<file path="src/rtl/bridge_pkg.sv">
// Shared definitions for the system bridge: FSM states and device window map.
package bridge_pkg;

  typedef enum logic [1:0] {
    IDLE,
    ACCESS,
    DONE
  } state_e;

  localparam int unsigned MAX_DEV       = 6;
  localparam int unsigned WIN_BYTES_DEF = 12;

  localparam logic [31:0] DEV_BASE [MAX_DEV] = '{
    32'h0000_7F00, 32'h0000_7F10, 32'h0000_7F20,
    32'h0000_7F30, 32'h0000_7F40, 32'h0000_7F50
  };

endpackage

</file>
<file path="src/rtl/bridge_addr_dec.sv">
// Combinational window decoder: one-hot hit (lowest index wins), miss,
// misalignment and in-window offset.
module bridge_addr_dec
  import bridge_pkg::*;
#(
  parameter int unsigned NUM_DEV   = 3,
  parameter int unsigned WIN_BYTES = WIN_BYTES_DEF,
  parameter int unsigned OFF_W     = 4
) (
  input  logic [31:0]        addr_i,
  output logic [NUM_DEV-1:0] hit_o,
  output logic               miss_o,
  output logic               misalign_o,
  output logic [OFF_W-1:0]   offset_o
);

  logic [NUM_DEV:0]            seen;
  logic [NUM_DEV:0][OFF_W-1:0] off_acc;

  assign seen[0]    = 1'b0;
  assign off_acc[0] = '0;

  for (genvar g = 0; g < NUM_DEV; g++) begin : g_win
    localparam logic [31:0] LO = DEV_BASE[g];
    localparam logic [31:0] HI = DEV_BASE[g] + 32'(WIN_BYTES) - 32'd1;

    logic             in_win;
    logic [OFF_W-1:0] off;

    assign in_win = (addr_i >= LO) && (addr_i <= HI);
    // Low bits of a difference depend only on the low bits of the operands.
    assign off          = addr_i[OFF_W-1:0] - LO[OFF_W-1:0];
    assign hit_o[g]     = in_win & ~seen[g];
    assign seen[g+1]    = seen[g] | in_win;
    assign off_acc[g+1] = off_acc[g] | (hit_o[g] ? off : '0);
  end

  assign miss_o     = ~seen[NUM_DEV];
  assign misalign_o = |addr_i[1:0];
  assign offset_o   = off_acc[NUM_DEV];

endmodule

</file>
<file path="src/rtl/sys_bridge_n.sv">
// CPU data-port to NUM_DEV peripheral bridge with registered handshake,
// wait states, timeout, decode errors and registered interrupt aggregation.
module sys_bridge_n
  import bridge_pkg::*;
#(
  parameter int unsigned NUM_DEV   = 3,
  parameter int unsigned WIN_BYTES = WIN_BYTES_DEF,
  parameter int unsigned OFF_W     = 4,
  parameter int unsigned TIMEOUT   = 15
) (
  input  logic                    clk,
  input  logic                    reset,
  input  logic                    cpu_req,
  input  logic                    cpu_we,
  input  logic [31:0]             cpu_addr,
  input  logic [31:0]             cpu_wdata,
  input  logic [3:0]              cpu_byteen,
  output logic                    cpu_ready,
  output logic [31:0]             cpu_rdata,
  output logic                    cpu_err,
  output logic [NUM_DEV-1:0]      dev_sel,
  output logic                    dev_we,
  output logic [OFF_W-1:0]        dev_addr,
  output logic [31:0]             dev_wdata,
  output logic [3:0]              dev_byteen,
  input  logic [NUM_DEV-1:0]      dev_ack,
  input  logic [NUM_DEV*32-1:0]   dev_rdata,
  input  logic [NUM_DEV-1:0]      dev_irq,
  output logic [5:0]              hw_int
);

  localparam int unsigned CNT_W = $clog2(TIMEOUT + 1);

  state_e               state_q, state_d;
  logic [CNT_W-1:0]     cnt_q, cnt_d;
  logic                 ready_q, ready_d;
  logic                 err_q, err_d;
  logic [31:0]          rdata_q, rdata_d;
  logic [NUM_DEV-1:0]   sel_q, sel_d;
  logic                 we_q, we_d;
  logic [OFF_W-1:0]     addr_q, addr_d;
  logic [31:0]          wdata_q, wdata_d;
  logic [3:0]           byteen_q, byteen_d;
  logic [5:0]           irq_q, irq_d;

  logic [NUM_DEV-1:0]   hit;
  logic                 miss, misalign;
  logic [OFF_W-1:0]     offset;
  logic                 ack_sel;
  logic [NUM_DEV:0][31:0] rd_acc;

  bridge_addr_dec #(
    .NUM_DEV   (NUM_DEV),
    .WIN_BYTES (WIN_BYTES),
    .OFF_W     (OFF_W)
  ) u_dec (
    .addr_i     (cpu_addr),
    .hit_o      (hit),
    .miss_o     (miss),
    .misalign_o (misalign),
    .offset_o   (offset)
  );

  assign rd_acc[0] = '0;
  for (genvar g = 0; g < NUM_DEV; g++) begin : g_rd
    assign rd_acc[g+1] = rd_acc[g] | (sel_q[g] ? dev_rdata[32*g +: 32] : '0);
  end

  // Acks from devices other than the selected one are ignored.
  assign ack_sel = |(dev_ack & sel_q);

  always_comb begin
    irq_d              = '0;
    irq_d[NUM_DEV-1:0] = dev_irq;
  end

  always_comb begin
    state_d  = state_q;
    cnt_d    = cnt_q;
    ready_d  = 1'b0;
    err_d    = err_q;
    rdata_d  = rdata_q;
    sel_d    = sel_q;
    we_d     = we_q;
    addr_d   = addr_q;
    wdata_d  = wdata_q;
    byteen_d = byteen_q;

    unique case (state_q)
      IDLE: begin
        err_d   = 1'b0;
        rdata_d = '0;
        cnt_d   = '0;
        if (cpu_req) begin
          if (miss || misalign) begin
            state_d = DONE;
            ready_d = 1'b1;
            err_d   = 1'b1;
          end else begin
            state_d  = ACCESS;
            sel_d    = hit;
            we_d     = cpu_we;
            addr_d   = offset;
            wdata_d  = cpu_wdata;
            byteen_d = cpu_byteen;
          end
        end
      end
      ACCESS: begin
        cnt_d = cnt_q + CNT_W'(1);
        if (ack_sel) begin
          state_d = DONE;
          ready_d = 1'b1;
          sel_d   = '0;
          we_d    = 1'b0;
          err_d   = 1'b0;
          rdata_d = we_q ? '0 : rd_acc[NUM_DEV];
        end else if (cnt_d == CNT_W'(TIMEOUT)) begin
          state_d = DONE;
          ready_d = 1'b1;
          sel_d   = '0;
          we_d    = 1'b0;
          err_d   = 1'b1;
          rdata_d = '0;
        end
      end
      DONE: begin
        state_d = IDLE;
        cnt_d   = '0;
        err_d   = 1'b0;
        rdata_d = '0;
      end
      default: state_d = IDLE;
    endcase
  end

  always_ff @(posedge clk) begin
    if (!reset) begin
      state_q  <= IDLE;
      cnt_q    <= '0;
      ready_q  <= 1'b0;
      err_q    <= 1'b0;
      rdata_q  <= '0;
      sel_q    <= '0;
      we_q     <= 1'b0;
      addr_q   <= '0;
      wdata_q  <= '0;
      byteen_q <= '0;
      irq_q    <= '0;
    end else begin
      state_q  <= state_d;
      cnt_q    <= cnt_d;
      ready_q  <= ready_d;
      err_q    <= err_d;
      rdata_q  <= rdata_d;
      sel_q    <= sel_d;
      we_q     <= we_d;
      addr_q   <= addr_d;
      wdata_q  <= wdata_d;
      byteen_q <= byteen_d;
      irq_q    <= irq_d;
    end
  end

  assign cpu_ready  = ready_q;
  assign cpu_rdata  = rdata_q;
  assign cpu_err    = err_q;
  assign dev_sel    = sel_q;
  assign dev_we     = we_q;
  assign dev_addr   = addr_q;
  assign dev_wdata  = wdata_q;
  assign dev_byteen = byteen_q;
  assign hw_int     = irq_q;

endmodule

</file>
<file path="config.mk">
export PLATFORM = sky130hd
export DESIGN_NAME = sys_bridge_n
export DESIGN_NICKNAME = d
export VERILOG_FILES = /design/src/rtl/bridge_pkg.sv /design/src/rtl/bridge_addr_dec.sv /design/src/rtl/sys_bridge_n.sv
export SDC_FILE = /design/constraint.sdc
export NUM_CORES = 1
export LEC_CHECK = 0
export ABC_CLOCK_PERIOD_IN_PS = 2450
export CORE_MARGIN = 5
export CORE_UTILIZATION = 39
export DETAILED_ROUTE_END_ITERATION = 6
export MAX_ROUTING_LAYER = met4
export PLACE_DENSITY = 0.82
export SLEW_MARGIN = 15
export SYNTH_ARGS = -nofsm -noshare
export SYNTH_HDL_FRONTEND = slang
export SYNTH_HIERARCHICAL = 1
export SYNTH_SLANG_ARGS = --single-unit
</file>
<file path="constraint.sdc">
create_clock -name clk -period 2.45 [get_ports clk]
set_clock_uncertainty 0.05 [all_clocks]
set_input_delay 0.245 -clock clk [delete_from_list [all_inputs] [get_ports clk]]
set_output_delay 0.245 -clock clk [all_outputs]
set_load 0.01 [all_outputs]
</file>
=== After elaboration in Yosys (flattened, before gate mapping) ===
Index checks and enable logic that the tools add are counted.
Widths: inputs -> output; s select.

* Bits in registers: 90
* Bits of input ports: 174
* Output and inout port bits: 84

* Add/sub/neg operators: 1
* $lt $le $gt $ge: 6
* Eq/ne operators: 6
* Mux-type cells: 34
* Bitwise operators: 13
* Reductions and logical operators: 16

{| class="wikitable"
|+ Operators with widths
! cell !! number
|-
| $mux 32 || 6
|-
| $ge 32x15->1 const B || 3
|-
| $le 32x15->1 const B || 3
|-
| $or 32x32->32 || 2
|-
| $pmux 32 s2 || 1
|-
| $mux 3 || 4
|-
| $mux 4 || 3
|-
| $mux 1 || 10
|-
| $mux 2 || 4
|-
| $or 4x4->4 || 2
|-
| $pmux 4 s2 || 1
|-
| $pmux 3 s2 || 1
|-
| $reduce_and 2->1 || 3
|-
| $add 4x1->4 const B || 1
|-
| $eq 4x4->1 const B || 1
|-
| $ne 2x2->1 const B || 2
|-
| $not 1->1 || 4
|-
| $pmux 1 s2 || 2
|-
| $pmux 2 s2 || 1
|-
| $reduce_and 4->1 || 1
|-
| $reduce_bool 2->1 || 2
|-
| $reduce_or 2->1 || 2
|-
| $and 3x3->3 || 1
|-
| $logic_and 1x1->1 || 3
|-
| other kinds (11) || 13
|}

=== Depth between registers and ports, before layout ===
Gate-level depths: netlist (run 1).

* Word-level depth: 9
* Depth in mapped cells: 10

=== By module ===
The synthesis (run 1) kept the hierarchy.

{| class="wikitable"
|+ Modules (own cells, without submodules)
! module !! times used !! cells each !! area an instance (sq um) !! sequential area each (sq um)
|-
| sys_bridge_n || 1 || 428 || 4299.1 || 1741.7
|-
| bridge_addr_dec || 1 || 33 || 236.5 || 0.0
|}

=== Worst setup path before layout (run 1) ===
OpenSTA, ideal clock, no wires.

* Path kind: input to register
* Start point: in cpu_addr[2]
* End point: reg addr_q[0], in the netlist dev_addr[0]
* Library setup time: 0.076 ns
* Arrival: 2.108 ns
* Required time: 2.324 ns
* Setup slack: 0.216 ns
* Cell stages on the path: 10
* Cells stage by stage: a211o_1 > a211oi_2 > a32oi_1 > or2_1 > nor2_1 > and3_1 > clkbuf_1 > clkbuf_1 > nand2_1 > a21boi_0

* Word-level cells in the longest chain between the ends: 8
* Elaborated cells on any way between the ends: 24
* Those cells by class: order compare (6); mux (3); bitwise (10); reduce/logical (5)

{| class="wikitable"
|+ Ends and longest elaborated chain
! element !! RTL line !! RTL
|-
| start, declared || sys_bridge_n.sv:15 || <nowiki>input logic [31:0] cpu_addr,</nowiki>
|-
| $ge 32x15->1 or $le 32x15->1 (tied branches) || bridge_addr_dec.sv:30 || <nowiki>assign in_win = (addr_i >= LO) && (addr_i <= HI);</nowiki>
|-
| $logic_and 1x1->1 || bridge_addr_dec.sv:30 ||
|-
| $or 1x1->1 || bridge_addr_dec.sv:34 || <nowiki>assign seen[g+1] = seen[g] | in_win;</nowiki>
|-
| $or 1x1->1 * || bridge_addr_dec.sv:34 ||
|-
| $not 1->1 * || bridge_addr_dec.sv:38 || <nowiki>assign miss_o = ~seen[NUM_DEV];</nowiki>
|-
| net miss || sys_bridge_n.sv:47 || <nowiki>logic miss, misalign;</nowiki>
|-
| $logic_or 1x1->1 * || sys_bridge_n.sv:95 || <nowiki>if (miss || misalign) begin</nowiki>
|-
| $not 1->1 (no source line) * || -- ||
|-
| $reduce_and 3->1 (no source line) * || -- ||
|-
| end signal, assigned || sys_bridge_n.sv:158 || <nowiki>addr_q <= addr_d;</nowiki>
|-
| end, declared || sys_bridge_n.sv:41 || <nowiki>logic [OFF_W-1:0] addr_q, addr_d;</nowiki>
|}

Mark *: on every way through the listed nets, which the timed path passes. The rest lies on a longest branch.
A chain may end at the register's enable or synchronous reset.

=== Worst setup path in the final report (run 1) ===
* Start point: in cpu_addr[3]
* End point: reg wdata_q[15], in the netlist dev_wdata[15]

* Word-level cells in the longest chain between the ends: 8
* Elaborated cells on any way between the ends: 15
* Those cells by class: order compare (6); bitwise (4); reduce/logical (5)

{| class="wikitable"
|+ Ends and longest elaborated chain
! element !! RTL line !! RTL
|-
| $ge 32x15->1 or $le 32x15->1 (tied branches) || bridge_addr_dec.sv:30 ||
|-
| $logic_and 1x1->1 || bridge_addr_dec.sv:30 ||
|-
| $or 1x1->1 || bridge_addr_dec.sv:34 ||
|-
| $or 1x1->1 * || bridge_addr_dec.sv:34 ||
|-
| $not 1->1 * || bridge_addr_dec.sv:38 ||
|-
| net miss || sys_bridge_n.sv:47 ||
|-
| $logic_or 1x1->1 * || sys_bridge_n.sv:95 ||
|-
| $not 1->1 (no source line) * || -- ||
|-
| $reduce_and 3->1 (no source line) * || -- ||
|-
| end signal, assigned || sys_bridge_n.sv:159 || <nowiki>wdata_q <= wdata_d;</nowiki>
|-
| end, declared || sys_bridge_n.sv:42 || <nowiki>logic [31:0] wdata_q, wdata_d;</nowiki>
|}

Marks and branches as above.

==> results of run 1 <==
-- sequential cells by signal (all words and copies together), names as in the netlist --
name,cells
hw_int,3
dev_byteen,4
dev_addr,4
dev_wdata,32
cpu_err,1
dev_sel,3
cpu_rdata,32
cnt_q,4
cpu_ready,1
state_q,2
dev_we,1
-- path summary, 6_finish.rpt --
check | cells past startpoint | start | to | slack [ps]
worst min register to register | 2 | dev_addr[2] | dev_addr[2] | 400
worst max-delay path | 10 | cpu_addr[3] | dev_wdata[15] | 130
worst max register to register | 6 | state_q[0] | cpu_rdata[27] | 190
worst min-delay path | 2 | dev_addr[2] | dev_addr[2] | 400
-- what timing repair did --
| action | in CTS | in global routing |
|---|---|---|
| endpoints found under the setup margin | 0 | 44 |
| setup buffers | 0 | 0 |
| resized for setup | 0 | 8 |
| endpoints found under the hold margin | 0 | 0 |
-- logic make-up after synthesis --
| group | after synthesis | synth area share |
|---|---|---|
| flops | 87 | 0.384 |
| mux | 4 | 0.00883 |
| simple gates | 137 | 0.145 |
| fa+ha+maj | 7 | 0.0193 |
| other cells | 1 | 0.000827 |
| compound gates | 165 | 0.327 |
| buf+inv | 60 | 0.115 |
-- cells in the mapped netlist, drive strengths merged (2+ instances only) --
master and n:
and2 3, inv 9, a21oi 4, nor3 6, nand3 3, o211ai 33
buf 17, a211oi 2, or2 4, ha 7, nor4 4, and3 2
nor2 5, nand4 2, a21boi 45, or3 2, nand2 92, o21ai 3
nand3b 4, and2b 2, dfxtp 87, o31ai 35, nor3b 4, o311a 2
dlygate4sd3 2, mux2i 4, nand4b 2, clkbuf 32, a222oi 33
-- power breakdown --
part | internal (uW) | switching, uW | total (uW)
Combinational | 293 | 108 | 401
Sequential | 1420 | 4.98 | 1430
Clock | 781 | 532 | 1310
-- worst max-delay path: stages --
cell and delay [ps]:
sky130_fd_sc_hd__clkdlybuf4s50_1 460, sky130_fd_sc_hd__a211o_1 320, sky130_fd_sc_hd__a211oi_2 260, sky130_fd_sc_hd__a32oi_1 170
sky130_fd_sc_hd__or2_1 260, sky130_fd_sc_hd__nor2_2 150, sky130_fd_sc_hd__and3_2 250, sky130_fd_sc_hd__buf_12 190
sky130_fd_sc_hd__nand2_1 70, sky130_fd_sc_hd__a21boi_0 150
-- through the flow --
stage               TNS (ps)  worst slack [ps]
floorplan                  0               216
global placement       -5510              -161
detailed placement    -10880              -312
CTS                        0              15.5
global route           -51.7             -13.9
finish                     0               130
-- metal layers --
layer  track usage  wire length (um)
met1         0.247              6100
met2         0.363              7420
met3        0.0678              1280
met4        0.0645               246
met5             -                 0
-- area by class of cell --
class | instances | area, um^2
fillers | 940 | 4130
repair buffers | 278 | 2770
multi-input cells | 316 | 2280
flip-flops and latches | 87 | 1740
clock buffers | 11 | 233
well taps | 143 | 179
clock inverters | 4 | 47.5
inverters | 9 | 33.8
==> results.md, run 1 <==
- For this run, the leading register cell type out of synthesis is sky130_fd_sc_hd__dfxtp_1.
- The clock drives 87 sinks.
- The wire length of the first global-routing pass is between 20000 and 25000 um.
- Compared with the post-synthesis result, the final layout area differs by 60.6%.
- The library cell occupying the most area in the post-synthesis netlist is sky130_fd_sc_hd__dfxtp_1.
- The final design utilization is 0.638.
- For this run, the total global-route usage over all layers was measured as 0.216.
- After clock tree synthesis, the clock-pin slew on the worst setup and hold paths is 60 ps.
- The arrival time of data at the critical path endpoint is 2530 ps.
- For this run, the number of Yosys warnings is 6.
- The number of global-route vias before repair came to 4742.
- The wire-length estimate of the detail-placed layout is around 11000 um.
- Counting the buffers created by CTS gives 9.
- Final hold analysis gives a worst-case slack of ~400 ps.
- The share of synthesized area occupied by flip-flops and latches is 0.384.
- The post-detailed-route via-to-cell ratio is 5.40.
- The later-pin clock latency in the skew report is 330 ps.
- The library cell used as clock root buffer is sky130_fd_sc_hd__clkbuf_16.
- Counting I/O delays and the setup requirement, the final critical path takes 2320 ps.
- The synthesized area is 4540 um^2.
- In the finished design, the share of the clock period the worst path needs comes to 0.947.
- The count of standard-cell rows is 39.
- The most frequent standard cell in the layout excluding fill and tap cells is sky130_fd_sc_hd__clkdlybuf4s50_1.
- The pin count of the biggest net entering global routing is 93.
- By area the synthesized netlist is led by sky130_fd_sc_hd__dfxtp_1 (38%), sky130_fd_sc_hd__o31ai_2 (8.6%), sky130_fd_sc_hd__nand2_1 (7.6%), sky130_fd_sc_hd__a21boi_0 (7.4%), sky130_fd_sc_hd__a222oi_1 (7.3%).
- The maximum count of clock buffers along a single path is 2.
- The class of the most critical hold timing path is reg2reg.
- The total iterations of the first detailed-routing run is 5.
- The final count of pins violating max slew is 0.
- The number of maximum-capacitance violations is 0.
- The finished cells cover approximately 7300 um^2.
- The count of buffers inserted at the top-level ports is 254.
- The data required time of the critical path is 2650 ps.
- The number of antenna diodes in the final layout is 0.
- The worst setup path is of the in2reg kind.
- The initial antenna violation count is 0.
- At the pin with the least slew margin, the transition time is 832 ps.
- The count of distinct cell types in the synthesized netlist is 52.
- The flow ran to the end, and the final reports show no timing, DRC or antenna violations.
- The total grt overflow is 0.
- The worst voltage drop across the vdd grid is 0.000273 V.
- Leaving out fill and tap cells, the most frequent cells in the layout are sky130_fd_sc_hd__clkdlybuf4s50_1 (253), sky130_fd_sc_hd__nand2_1 (92), sky130_fd_sc_hd__dfxtp_1 (87).
- Summing internal, switching and leakage power gives 3140 uW.
- Of all nets on the critical path, the largest fanout is 36.
- The count of routing violations after the opening detailed-route iteration is approximately 330.
- The initial utilization of the core area, before any placement, comes to 0.397.
- In the routed design, unresolved DRC markers number 0.
- After the last flow step, the layout net total stands at 882.
- The routed layout has 4581 vias.
- At the end of routability-driven placement, the weighted congestion stood at approximately 0.85.
- The region available for standard cell placement spans 11400 um^2.
- The total I/O pin count is 258.
- TritonCTS built the clock tree.
- Counting every instance in the synthesized netlist gives 461.
- The worst setup path is launched from a primary input.
- Hold repair after CTS inserted 0 buffers.
- The post-placement cell count is 833.
- The share of the synthesized area in the top cell type is 0.384.
- The number of enable flip-flop cells after synthesis is 0.
- The aggregate routed wire length is 15100 um.
- The analysis attributes to cell leakage a power of 0.00245 uW.
- The average size of a mapped cell is 9.84 um^2.
- The nature of the critical path endpoint is a flop.
- The mean routed wirelength per cell is 17.7 um.
- Timing would allow up to 0.431 GHz.
- Measured along the y axis, the die boundary spans 118 um.
- The total setup violations reported at the end of the flow is 0.
- Of all flip-flops after synthesis, the portion carrying an async set or reset was 0.
- In this run the power density over the cells is 431 nW/um^2.
- The deepest level of the CTS H-tree is 3.
- The filler-free cell count of the finished design is 848.
- After detailed placement, the total cell area comes to 7000 um^2.
- The width of the chip is 118 um.
- The detail route stage leaves a number of antenna-violating nets equal to 0.
- The final hold violation count is 0.
- Synthesis inferred 87 register bits.
- Setup repair after global routing could not meet its margin everywhere.
- Headroom to the max-slew limit came out at 0.445.
- The die outline area is around 14000 um^2.
- Of the cells placed in the final design, the portion with a size suffix greater than 1 is 0.118.
No activity file was read; power rests on OpenSTA's default activity.
==> run 2: changes to the inputs <==
CORE_ASPECT_RATIO = 0.7   (was unset)
CORE_UTILIZATION = 40   (was 39)
DONT_BUFFER_PORTS = 1   (was unset)
PLACE_DENSITY = unset   (was 0.82)
==> run 2 against run 1 <==
Against the previous run:
- via count down 19%
- critical path depth shrank 4
- fmax up 0.87%
- die area down 2.0%
- register-to-register slack worse by 40 ps
- combinational power is 72% lower
- critical endpoint is now cpu_rdata[12]
==> results.md, run 2 (synthesis results as in run 1) <==
- The signal on the critical path passes through inv_1 -> ha_2 -> or2_4 -> or4b_2 -> buf_12 -> o31ai_2.
- The total power density per cell area is 587 nW/um^2 (+36%).
- The routability congestion estimate from global placement is 0.731 (-14%).
- The actual slew at the worst max-slew pin is 554 ps (-278 ps).
- The share of the cycle needed by the critical path after routing is 0.939 (-0.00818).
- The data required time of the critical path came to 2650 ps (about the same).
- The count of buffers inserted at the top-level ports is 0 (-100%).
- The leakage component of the power is 0.00159 uW (-35%).
- The count of routing violations after the opening detailed-route iteration is 307 (-8.1%).
- The clock buffer count from CTS was 9 (unchanged).
- The met3 global-route usage is 0.0485 (-0.0192).
- The instance area at placement was 4350 um^2 (-38%).
- The slowest library cell on the worst path is sky130_fd_sc_hd__or4b_2.
- The end of the worst register-to-register path is cpu_rdata[12].
- The run finished with clean final reports.
- The global routing usage on met1 is 0.210 (-0.0374).
- The diode insertion count for antenna repair is 0 (unchanged).
- The total iterations of the first detailed-routing run came to 6 (+1).
- The clock tree from TritonCTS is built.
- The critical path is of the reg2reg type.
- In this run the critical register-to-register path is launched from state_q[0].
- The initial antenna violation count is 0 (unchanged).
- The final hold violation count came to 0 (unchanged).
- The width of the chip is 137 um (+16%).
- The die outline area is 13600 um^2 (-2.0%).
- The area growth from synthesis to layout is 10.5%.
- The placeable core region is 11100 um^2 (-3.2%).
- The last element of the critical path is cpu_rdata[12].
- The aggregate negative setup slack is 0 ps (unchanged).
- The highest clock frequency the design can meet came to 0.435 GHz (+0.87%).
- The detailed-route via count came to 3705 (-19%).
- The wire length of the first global-routing pass is 19100 um (-21%).
- The count of standard-cell rows came to 32 (-18%).
- The total setup violations reported at the end of the flow was 0 (unchanged).
- The global-route total usage across every layer is 0.180 (-0.0360).
- The later-pin clock latency in the skew report came to 330 ps (about the same).
- The proportion of layout cells with a drive suffix above 1 is 0.150 (+0.0321).
- The final count of pins violating max slew was 0 (unchanged).
- The class of the most critical hold timing path is in2reg.
- The worst stage delay on the critical path came to 650 ps (+190 ps).
- The number of routed nets with antenna violations is 0 (unchanged).
- The deepest level of the CTS H-tree is 3 (unchanged).
- The minimum clock period after layout came to 2300 ps (-20.0 ps).
- The y dimension of the die was 99.1 um (-16%).
- The tree is rooted in a sky130_fd_sc_hd__clkbuf_16.
- The most frequent standard cell in the layout excluding fill and tap cells is sky130_fd_sc_hd__nand2_1.
- The worst setup path is launched from a flop.
- The pin count of the biggest net entering global routing is 93 (unchanged).
- The largest driver fanout on the critical path was 32 (-11%).
- The mean routed wirelength per cell is 20.2 um (+14%).
- The number of maximum-capacitance violations came to 0 (unchanged).
- The maximum count of clock buffers along a single path was 2 (unchanged).
- The met2 routing resource usage after global routing was 0.312 (-0.0509).
- Setup repair after global routing left no endpoint under its margin.
- The total number of nets in the final design is 650 (-26%).
- The clock input transition at the sequential cells of the worst setup and hold paths was 60 ps (about the same).
- The post-detailed-route via-to-cell ratio is 5.91 (+9.4%).
- The total I/O pin count is 258 (unchanged).
- The total grt overflow is 0 (unchanged).
- The arrival time of data at the critical path endpoint came to 2500 ps (-30 ps).
- The number of design rule violations left after detail routing is 0 (unchanged).
- The nature of the critical path endpoint is a flop.
- The top cell types in the final layout, fill and taps aside, are sky130_fd_sc_hd__nand2_1 (92), sky130_fd_sc_hd__dfxtp_1 (87), sky130_fd_sc_hd__a21boi_0 (45).
- The number of cells on the worst reg-to-reg path is 6 (unchanged).
- The busiest layer in global routing is met2.
- The number of global-route vias before repair is 3615 (-24%).
- The number of clock sinks seen by CTS is 87 (unchanged).
- The worst slew slack as a fraction of its limit is 0.631 (+0.185).
- The worst voltage drop across the vdd grid is 0.000326 V (+19%).
- The effective utilization at floorplan came to 0.410 (+0.0132).
- The post-CTS setup buffer count is 0 (unchanged).
- The final standard cell area without fillers is 5010 um^2 (-31%).
- The reg-to-reg setup timing slack is 150 ps (-40 ps).
- The worst setup path startpoint is state_q[0].
- The aggregate routed wire length came to 12700 um (-16%).
- The HPWL reported at the end of detailed placement is 8780 um (-23%).
==> run 2: cell types whose count changed in the layout (fill, tap and decap cells not counted), sizes merged <==
cell / change
buf: -14
clkbuf: -2
clkdlybuf4s50: -253
clkinv: +1
dlygate4sd3: +35
inv: +2
==> run 2: power by group <==
part | total [uW] | switching [uW] | internal [uW]
Clock | 1400 | 595 | 803
Combinational | 112 | 38.8 | 72.9
Sequential | 1430 | 9.07 | 1420
==> run 2: area by class of cell <==
type                    instances  area [um^2]
fillers                      1049         6040
multi-input cells             316         2280
flip-flops and latches         87         1740
repair buffers                 46          458
clock buffers                   9          225
well taps                     153          191
clock inverters                 7         81.3
inverters                       9         33.8
==> run 2: worst min-delay path by stage <==
| stage | startpoint | to | slack, ps | cells past startpoint |
|---|---|---|---|---|
| finish | cpu_wdata[11] | dev_wdata[11] | 10 | 2 |
| global route | cpu_wdata[15] | dev_wdata[15] | 2 | 2 |
| CTS | cpu_wdata[11] | dev_wdata[11] | 0.2 | 2 |
| detailed placement | dev_irq[0] | hw_int[0] | 330 | 1 |
| global placement | dev_irq[1] | hw_int[1] | 330 | 1 |
| floorplan | dev_irq[0] | hw_int[0] | 320 | 1 |
==> run 2: layer usage <==
metal	wire length, um	up-vias
met4	131	0
met2	6610	172
met5	0	-
met1	5010	1777
li1	-	1744
met3	938	12
==> run 2: through the flow <==
step | hold WS (ps) | total power, uW | instances | utilization | setup slack (ps)
6_report | 13.8 | 2940 | 627 | 0.454 | 150
5_1_grt | 1.77 | 3060 | 627 | 0.454 | 40.8
4_1_cts | 0.205 | 3000 | 627 | 0.453 | 82.6
3_5_place_dp | 327 | 1530 | 576 | 0.394 | 96.4
3_3_place_gp | 327 | 1530 | 576 | 0.394 | 182
2_1_floorplan | 322 | 1540 | 463 | - | 216
==> run 2: critical path: cells and delay by family, from the launching register on <==
family                     cells  cell delay [ps]
adders and majority gates      1              240
and+or+nand+nor                2              920
AOI/OAI and AO/OA              1              240
DFF                            1              420
buffers and inverters          2              320
==> run 2: what timing repair did <==
action,4_1_cts,5_1_grt
endpoints found under the setup margin,0,10
hold buffers,35,0
resized for setup,0,1
endpoints found under the hold margin,33,0
==> run 3: changes to the inputs <==
TNS_END_PERCENT = 1   (was unset)
==> results of run 3 <==
The final DEF is identical to that of run 2; final timing and power are the same.
